File: src/rtl/if_stage.sv
// Instruction fetch: owns the fetch PC, issues credit-limited in-order word fetches and buffers replies for decode.
// Grant at N, response at N+1, word at decode at N+2; fetches stop when buffered plus in-flight words fill the FIFO.

// Small circular FIFO; flush empties it without touching storage, pop-and-push when full is allowed.
module if_stage_fifo #(
  parameter int W     = 32,
  parameter int DEPTH = 2
) (
  input  logic                       clk,
  input  logic                       rst,
  input  logic                       flush_i,
  input  logic                       push_i,
  input  logic [W-1:0]               push_dat_i,
  input  logic                       pop_i,
  output logic [W-1:0]               head_dat_o,
  output logic [$clog2(DEPTH+1)-1:0] count_o
);
  localparam int AW = $clog2(DEPTH);
  localparam int CW = $clog2(DEPTH+1);

  logic [W-1:0]  mem_q [DEPTH];
  logic [AW-1:0] rd_ptr_q, wr_ptr_q;
  logic [CW-1:0] count_q;
  logic          do_pop, do_push;

  assign do_pop  = pop_i && (count_q != '0);
  assign do_push = push_i && ((count_q != CW'(DEPTH)) || do_pop);

  always_ff @(posedge clk or posedge rst) begin
    if (rst) begin
      for (int i = 0; i < DEPTH; i++) mem_q[i] <= '0;
      rd_ptr_q <= '0;
      wr_ptr_q <= '0;
      count_q  <= '0;
    end else if (flush_i) begin
      rd_ptr_q <= '0;
      wr_ptr_q <= '0;
      count_q  <= '0;
    end else begin
      if (do_push) begin
        mem_q[wr_ptr_q] <= push_dat_i;
        wr_ptr_q        <= wr_ptr_q + 1'b1;
      end
      if (do_pop) rd_ptr_q <= rd_ptr_q + 1'b1;
      count_q <= count_q + CW'(do_push) - CW'(do_pop);
    end
  end

  assign head_dat_o = mem_q[rd_ptr_q];
  assign count_o    = count_q;
endmodule

module if_stage #(
  parameter logic [31:0] RESET_PC   = 32'h0000_0000,
  parameter int          FIFO_DEPTH = 2
) (
  input  logic        clk,
  input  logic        rst,
  output logic        imem_req,
  output logic [31:0] imem_addr,
  input  logic        imem_gnt,
  input  logic        imem_rvalid,
  input  logic [31:0] imem_rdata,
  input  logic        redirect_en,
  input  logic [31:0] redirect_pc,
  output logic        id_valid,
  input  logic        id_ready,
  output logic [31:0] id_inst,
  output logic [31:0] id_pc,
  output logic [31:0] id_pc4
);
  localparam int CW = $clog2(FIFO_DEPTH+1);

  typedef struct packed {
    logic [31:0] inst;
    logic [31:0] pc;
    logic [31:0] pc4;
  } id_entry_t;

  logic [31:0]   fetch_pc_q, fetch_pc_d;
  logic [CW-1:0] discard_q, discard_d;
  logic [CW-1:0] outst, outst_after, count;
  logic [CW:0]   credit;
  logic          grant, resp, drop, keep, pop;
  logic [31:0]   pend_pc;
  id_entry_t     push_ent, head_ent;

  // Pending-PC queue occupancy is the outstanding-fetch count; it is never flushed.
  if_stage_fifo #(.W(32), .DEPTH(FIFO_DEPTH)) u_pend (
    .clk        (clk),
    .rst        (rst),
    .flush_i    (1'b0),
    .push_i     (grant),
    .push_dat_i (fetch_pc_q),
    .pop_i      (resp),
    .head_dat_o (pend_pc),
    .count_o    (outst)
  );

  if_stage_fifo #(.W($bits(id_entry_t)), .DEPTH(FIFO_DEPTH)) u_out (
    .clk        (clk),
    .rst        (rst),
    .flush_i    (redirect_en),
    .push_i     (keep),
    .push_dat_i (push_ent),
    .pop_i      (pop),
    .head_dat_o (head_ent),
    .count_o    (count)
  );

  assign pop      = id_valid && id_ready;
  assign credit   = (CW+1)'(FIFO_DEPTH) - (CW+1)'(count) - (CW+1)'(outst) + (CW+1)'(pop);
  assign imem_req = !rst && !redirect_en && (credit != '0);
  assign imem_addr = fetch_pc_q;
  assign grant    = imem_req && imem_gnt;

  // A response with nothing outstanding is a protocol error and is ignored.
  assign resp     = imem_rvalid && (outst != '0);
  assign drop     = resp && (discard_q != '0);
  assign keep     = resp && (discard_q == '0);
  assign push_ent = '{inst: imem_rdata, pc: pend_pc, pc4: pend_pc + 32'd4};

  assign outst_after = outst - CW'(resp);

  always_comb begin
    fetch_pc_d = fetch_pc_q;
    discard_d  = discard_q - CW'(drop);
    if (redirect_en) begin
      fetch_pc_d = redirect_pc & ~32'h3;
      discard_d  = discard_q - CW'(drop) + outst_after;
    end else if (grant) begin
      fetch_pc_d = fetch_pc_q + 32'd4;
    end
  end

  always_ff @(posedge clk or posedge rst) begin
    if (rst) begin
      fetch_pc_q <= RESET_PC;
      discard_q  <= '0;
    end else begin
      fetch_pc_q <= fetch_pc_d;
      discard_q  <= discard_d;
    end
  end

  assign id_valid = (count != '0);
  assign id_inst  = head_ent.inst;
  assign id_pc    = head_ent.pc;
  assign id_pc4   = head_ent.pc4;
endmodule
File: config.mk
export PLATFORM = sky130hd
export DESIGN_NAME = if_stage
export DESIGN_NICKNAME = d
export VERILOG_FILES = /design/src/rtl/if_stage.sv
export SDC_FILE = /design/constraint.sdc
export NUM_CORES = 1
export LEC_CHECK = 0
export BUFFER_PORTS_ARGS = -buffer_cell sky130_fd_sc_hd__buf_2
export CAP_MARGIN = 25
export CORE_MARGIN = 3
export CORE_UTILIZATION = 45
export CTS_CLUSTER_DIAMETER = 40
export DETAILED_ROUTE_END_ITERATION = 12
export PLACE_DENSITY = 0.65
export REMOVE_ABC_BUFFERS = 1
export SYNTH_ARGS = -nofsm -noshare
export SYNTH_HDL_FRONTEND = slang
export SYNTH_SLANG_ARGS = --single-unit
export TNS_END_PERCENT = 20
File: constraint.sdc
create_clock -name clk -period 28.6 [get_ports clk]
set_input_delay 5.72 -clock clk [delete_from_list [all_inputs] [get_ports clk]]
set_output_delay 5.72 -clock clk [all_outputs]
set_load 0.02 [all_outputs]
# == Word level (Yosys, flattened, before mapping) ==
# Cells that the tools add are included.
# Widths: inputs -> output; s select.
# totals
regBits,298
word_cells,87
# classes
reduce_logical,26
n_bitwise,5
n_eq_ne,2
addsub,16
n_mux,20
n_lt_le_gt_ge,6
# ops
op,count
$mux 96,4
$bwmux 192,1
$mux 32,6
$demux 96 s1,1
$add 32x3->32 const B,2
$bwmux 64,1
$demux 32 s1,1
$logic_and 1x1->1,13
$reduce_bool 2->1,6
$ge 2x2->1 const B,4
$not 1->2,4
$sub 2x1->2,4
$add 1x1->1 const B,4
$add 2x1->2,2
$lt 2x1->1 const B,2
$mux 1,4
$mux 2,2
$ne 2x2->1 const B,2
$add 3x1->3,1
$reduce_bool 3->1,1
$sub 2x2->3 const A,1
$sub 3x2->3,1
$add 2x2->2,1
$logic_not 1->1,2
other kinds (4),5

# == Longest topological paths before layout ==
# logic_depth
depth_word,9
depth_mapped,14
ltp_nobuf,12

# == Cells and area by module ==
# From an unflattened synthesis, not the netlist that was laid out.
# unflattened
cells_unflattened,1059
hier_area_um2,14279.9
# by_module_without_submodules
module,area_each_um2,instances,seq_area_each_um2,cells_per_inst
if_stage_fifo (u_out),8567.0,1,4904.7,534
if_stage_fifo (u_pend),3100.5,1,1701.6,194
if_stage,2612.5,1,800.8,331

# == Worst setup path after synthesis ==
# No wires, ideal clock.
# synth_path
path_kind,input port to output port
startpoint,in id_ready
endpoint,out imem_req
arrival_time_ps,7247
path_slack_ps,15633
stages,7
cell_sequence,nand2_1 -> fa_1 -> inv_1 -> fa_1 -> and3b_1 -> clkbuf_1 -> nor3_1
# synth_via
elab_chain_cells,4
# synth_rtl
element,line_no,rtl
from (decl),67,"input logic id_ready,"
$logic_and 1x1->1,111,assign pop = id_valid && id_ready;
$add 3x1->3,112,assign credit = (CW+1)'(FIFO_DEPTH) - (CW+1)'(count) - (CW+1)'(outst) + (CW+1)'(pop);
$reduce_bool 3->1,113,assign imem_req = !rst && !redirect_en && (credit != '0);
$logic_and 1x1->1,113,
to (decl),59,"output logic imem_req,"
# No other way between the ends.

# == Final worst setup path ==
# Same ends and word-level chain as after synthesis.

==> results_dict.tcl <==
set metrics [dict create \
    arrival_ns 7.37 \
    cts_tree "built" \
    hold_class "reg -> reg" \
    max-cap-violations 0 \
    clk_pin_slew_ns 0.05 \
    synth_edf_count 0 \
    pre_cts_slack_ns 15.51 \
    finalInstanceArea_um2 16500 \
    cts_hold_buf 0 \
    yosys_warnings 0 \
    path_cells "buf_2 -> nand2_1 -> fa_1 -> inv_1 -> fa_1 -> and3b_1 -> nor3_1 -> buf_2" \
    seq_power_share_pct 36.0 \
    drv_slew 0 \
    power_per_cell_area_nw_per_um2 114 \
    power.internal_uw 1200 \
    ys_ff_latch 284 \
    first_global_vias 10400 \
    syn_inst 1266 \
    synth.distinct_cells 69 \
    dr.pass1.iters 4 \
    start_kind "input port" \
    synth_compound_area_share_pct 8.40 \
    clk_latency_ns 0.52 \
    fin_ws_ns 15.51 \
    rsz0062_at_grt "false" \
    outcome "completed" \
    synth_fa_ha_area_share_pct 1.10 \
    route.detailed.drc 0 \
    synth_flop_cell "dfrtp_1" \
    layout_common_cells "dfrtp_1 (282), nand2_1 (234), buf_2 (191)" \
    synth_mux_area_share_pct 19.5 \
    place.port_buffers 191 \
    total_power_uw 1890 \
    drive_gt1_share_pct 32.9 \
    synthXorXnorAreaFrac_pct 1.96 \
    die_area_um2 32900 \
    tns_ns 0 \
    cts_root_buf "clkbuf_16" \
    finalCriticalPeriod_ns 13.09 \
    synthToLayoutAreaGrowth_pct 19.0 \
    crit_fanout 6 \
    routed_wl_um 34000 \
    fin_crit_sh_pct 45.8 \
    fin_skew_ns 0.0125 \
    ctsResizeCount 0 \
    die_h_um 182 \
    viasPerCell 5.49 \
    io_pins 200 \
    cts_sinks 284 \
    core_um2 30000 \
    cp-end-kind "output pin" \
    synth_async_sr_flop_share_pct 100 \
    maxSlewHeadroom_pct 32.4 \
    via_count 10200 \
    critical_path_class "in -> out" \
    cts_setup_buffers 0 \
    postRouteAntennaNets 0 \
    hold_viol 0 \
    yosys.area_share.simple_pct 13.9 \
    p_comb_share_pct 36.0 \
    cp_slowest_stage_delay_ns 0.39 \
    max_freq_ghz 0.0764 \
    core.rowCount 63 \
    layout_commonest_cell "dfrtp_1" \
    placed_area_um2 15000 \
    num-fill-cells 2646 \
    multi_input_area_um2 6260 \
    r2r_slack_ns 25.18 \
    cts_buffer_depth 3 \
    cp_slowest_cell "fa_1" \
    cp_data_required_time_ns 22.88 \
    start_util_pct 46.2 \
    dp_hpwl_um 22300 \
    synth_seq_area_share_pct 51.3 \
    die_x_um 182 \
    place_congestion 0.798 \
    diodes 0 \
    grt_pass1_wl_um 55000 \
    post_drt_wl_per_cell_um 18.2 \
    antenna_found_initial 0 \
    switchingPower_uw 691 \
    htree_levels 2 \
    switching_share_pct 36.6 \
    clkPwrFrac_pct 28.0 \
    syn_avg_cell_area_um2 10.9 \
    ir_drop_uv 70.7 \
    synth_top_family_by_area "multiplexers" \
    drt_iter0_markers 503 \
    grt_max_degree 122 \
    cts_made_buffers 42 \
    tightestPinTransition_ns 1.01 \
    leakage_uw 0.00790 \
    syn_area_um2 13900 \
    overflow 0 \
    final-setup-viol-count 0 \
    ff_latch_area_um2 7110 \
    nets 1521 \
    grt_use_total_pct 20.3 \
]
## power by group through the flow
stage / combinational, µW / clock, µW / sequential (µW)
4_1_cts: 688 / 541 / 678
5_1_grt: 747 / 558 / 702
6_report: 680 / 529 / 679
3_3_place_gp: 672 / 0 / 675
3_5_place_dp: 684 / 0 / 684
2_1_floorplan: 485 / 0 / 673
## final cells by class
type                       instances  area share (%)
sequential                       284            43.1
multi-input combinational        882            37.9
clock buffer                      55            7.42
timing repair buffer             206            6.48
tap                              390            2.96
clock inverter                    22            1.51
inverter                          24           0.591
## cells by family (layout without fill, tap and decap cells)
group / after synthesis / in the layout
adders and majority gates: 11 / 11
DFF: 284 / 284
and+or+nand+nor: 414 / 414
buffers and inverters: 105 / 307
muxes: 244 / 244
xor gates and xnor gates: 31 / 31
AOI/OAI and AO/OA: 176 / 176
other: 1 / 6
## worst paths after layout
check                                    to  cells after the start        startpoint
max reg2reg                u_pend.mem_q[62]                     11  u_out.count_o[1]
max in group asynchronous  u_pend.mem_q[52]                      3               rst
max                                imem_req                      8          id_ready
min in group asynchronous     imem_addr[24]                      2               rst
min reg2reg                u_out.mem_q[153]                      1  u_out.mem_q[153]
min                        u_out.mem_q[153]                      1  u_out.mem_q[153]
## sequential cells by signal, summed over array words and instances (netlist names), 2 cells and up
signal,count
u_out.count_o,2
u_out.mem_q,184
imem_addr,30
u_pend.count_o,2
discard_q,2
u_pend.mem_q,60
## Yosys cell counts, types with 3 or more instances
cell type	n	area share (%)
a21o_1	12	0.65
a21oi_1	8	0.29
a221o_1	7	0.51
a22oi_1	7	0.38
a32oi_1	3	0.19
a41oi_1	3	0.19
and2_1	3	0.14
and3_1	7	0.32
and4_1	4	0.25
buf_1	3	0.081
buf_2	15	0.54
buf_4	7	0.38
buf_6	8	0.65
clkbuf_1	46	1.2
dfrtp_1	284	51
ha_1	9	0.81
inv_1	23	0.62
mux2_1	30	2.4
mux2_2	183	15
mux2i_1	31	2.2
nand2_1	234	6.3
nand3_1	41	1.5
nand3b_1	9	0.49
nand4_1	30	1.4
nand4b_1	9	0.57
nor2_1	36	0.97
nor2b_1	3	0.14
nor3_1	9	0.32
nor4_1	8	0.36
o211ai_1	8	0.43
o21a_1	3	0.16
o21ai_0	85	3.1
o311ai_0	3	0.19
o31a_1	5	0.32
o31ai_1	14	0.76
or3_1	5	0.23
xnor2_1	16	1.0
xor2_1	15	0.95
## metal layers
metal / share of wire [%] / track usage [%] / vias up
li1: - / - / 4850
met1: 46 / 28.0 / 5056
met2: 46 / 32.8 / 268
met3: 5.6 / 3.91 / 59
met4: 2.2 / 5.79 / 0
met5: 0 / 0 / -
## critical path, delay by kind of cell
family        cells  cell delay [ns]
buf+inv           3             0.34
simple gates      3             0.53
fa+ha+maj         2             0.77
## stage by stage
| step | cells | util, % | hold slack (ns) |
|---|---|---|---|
| floorplan | 1190 | - | 0.440 |
| global placement | 1785 | 50.0 | 0.452 |
| detailed placement | 1785 | 50.0 | 0.458 |
| CTS | 1862 | 54.9 | 0.473 |
| global route | 1863 | 54.9 | 0.491 |
| finish | 1863 | 54.9 | 0.469 |
No activity file was read; power rests on OpenSTA's default activity.
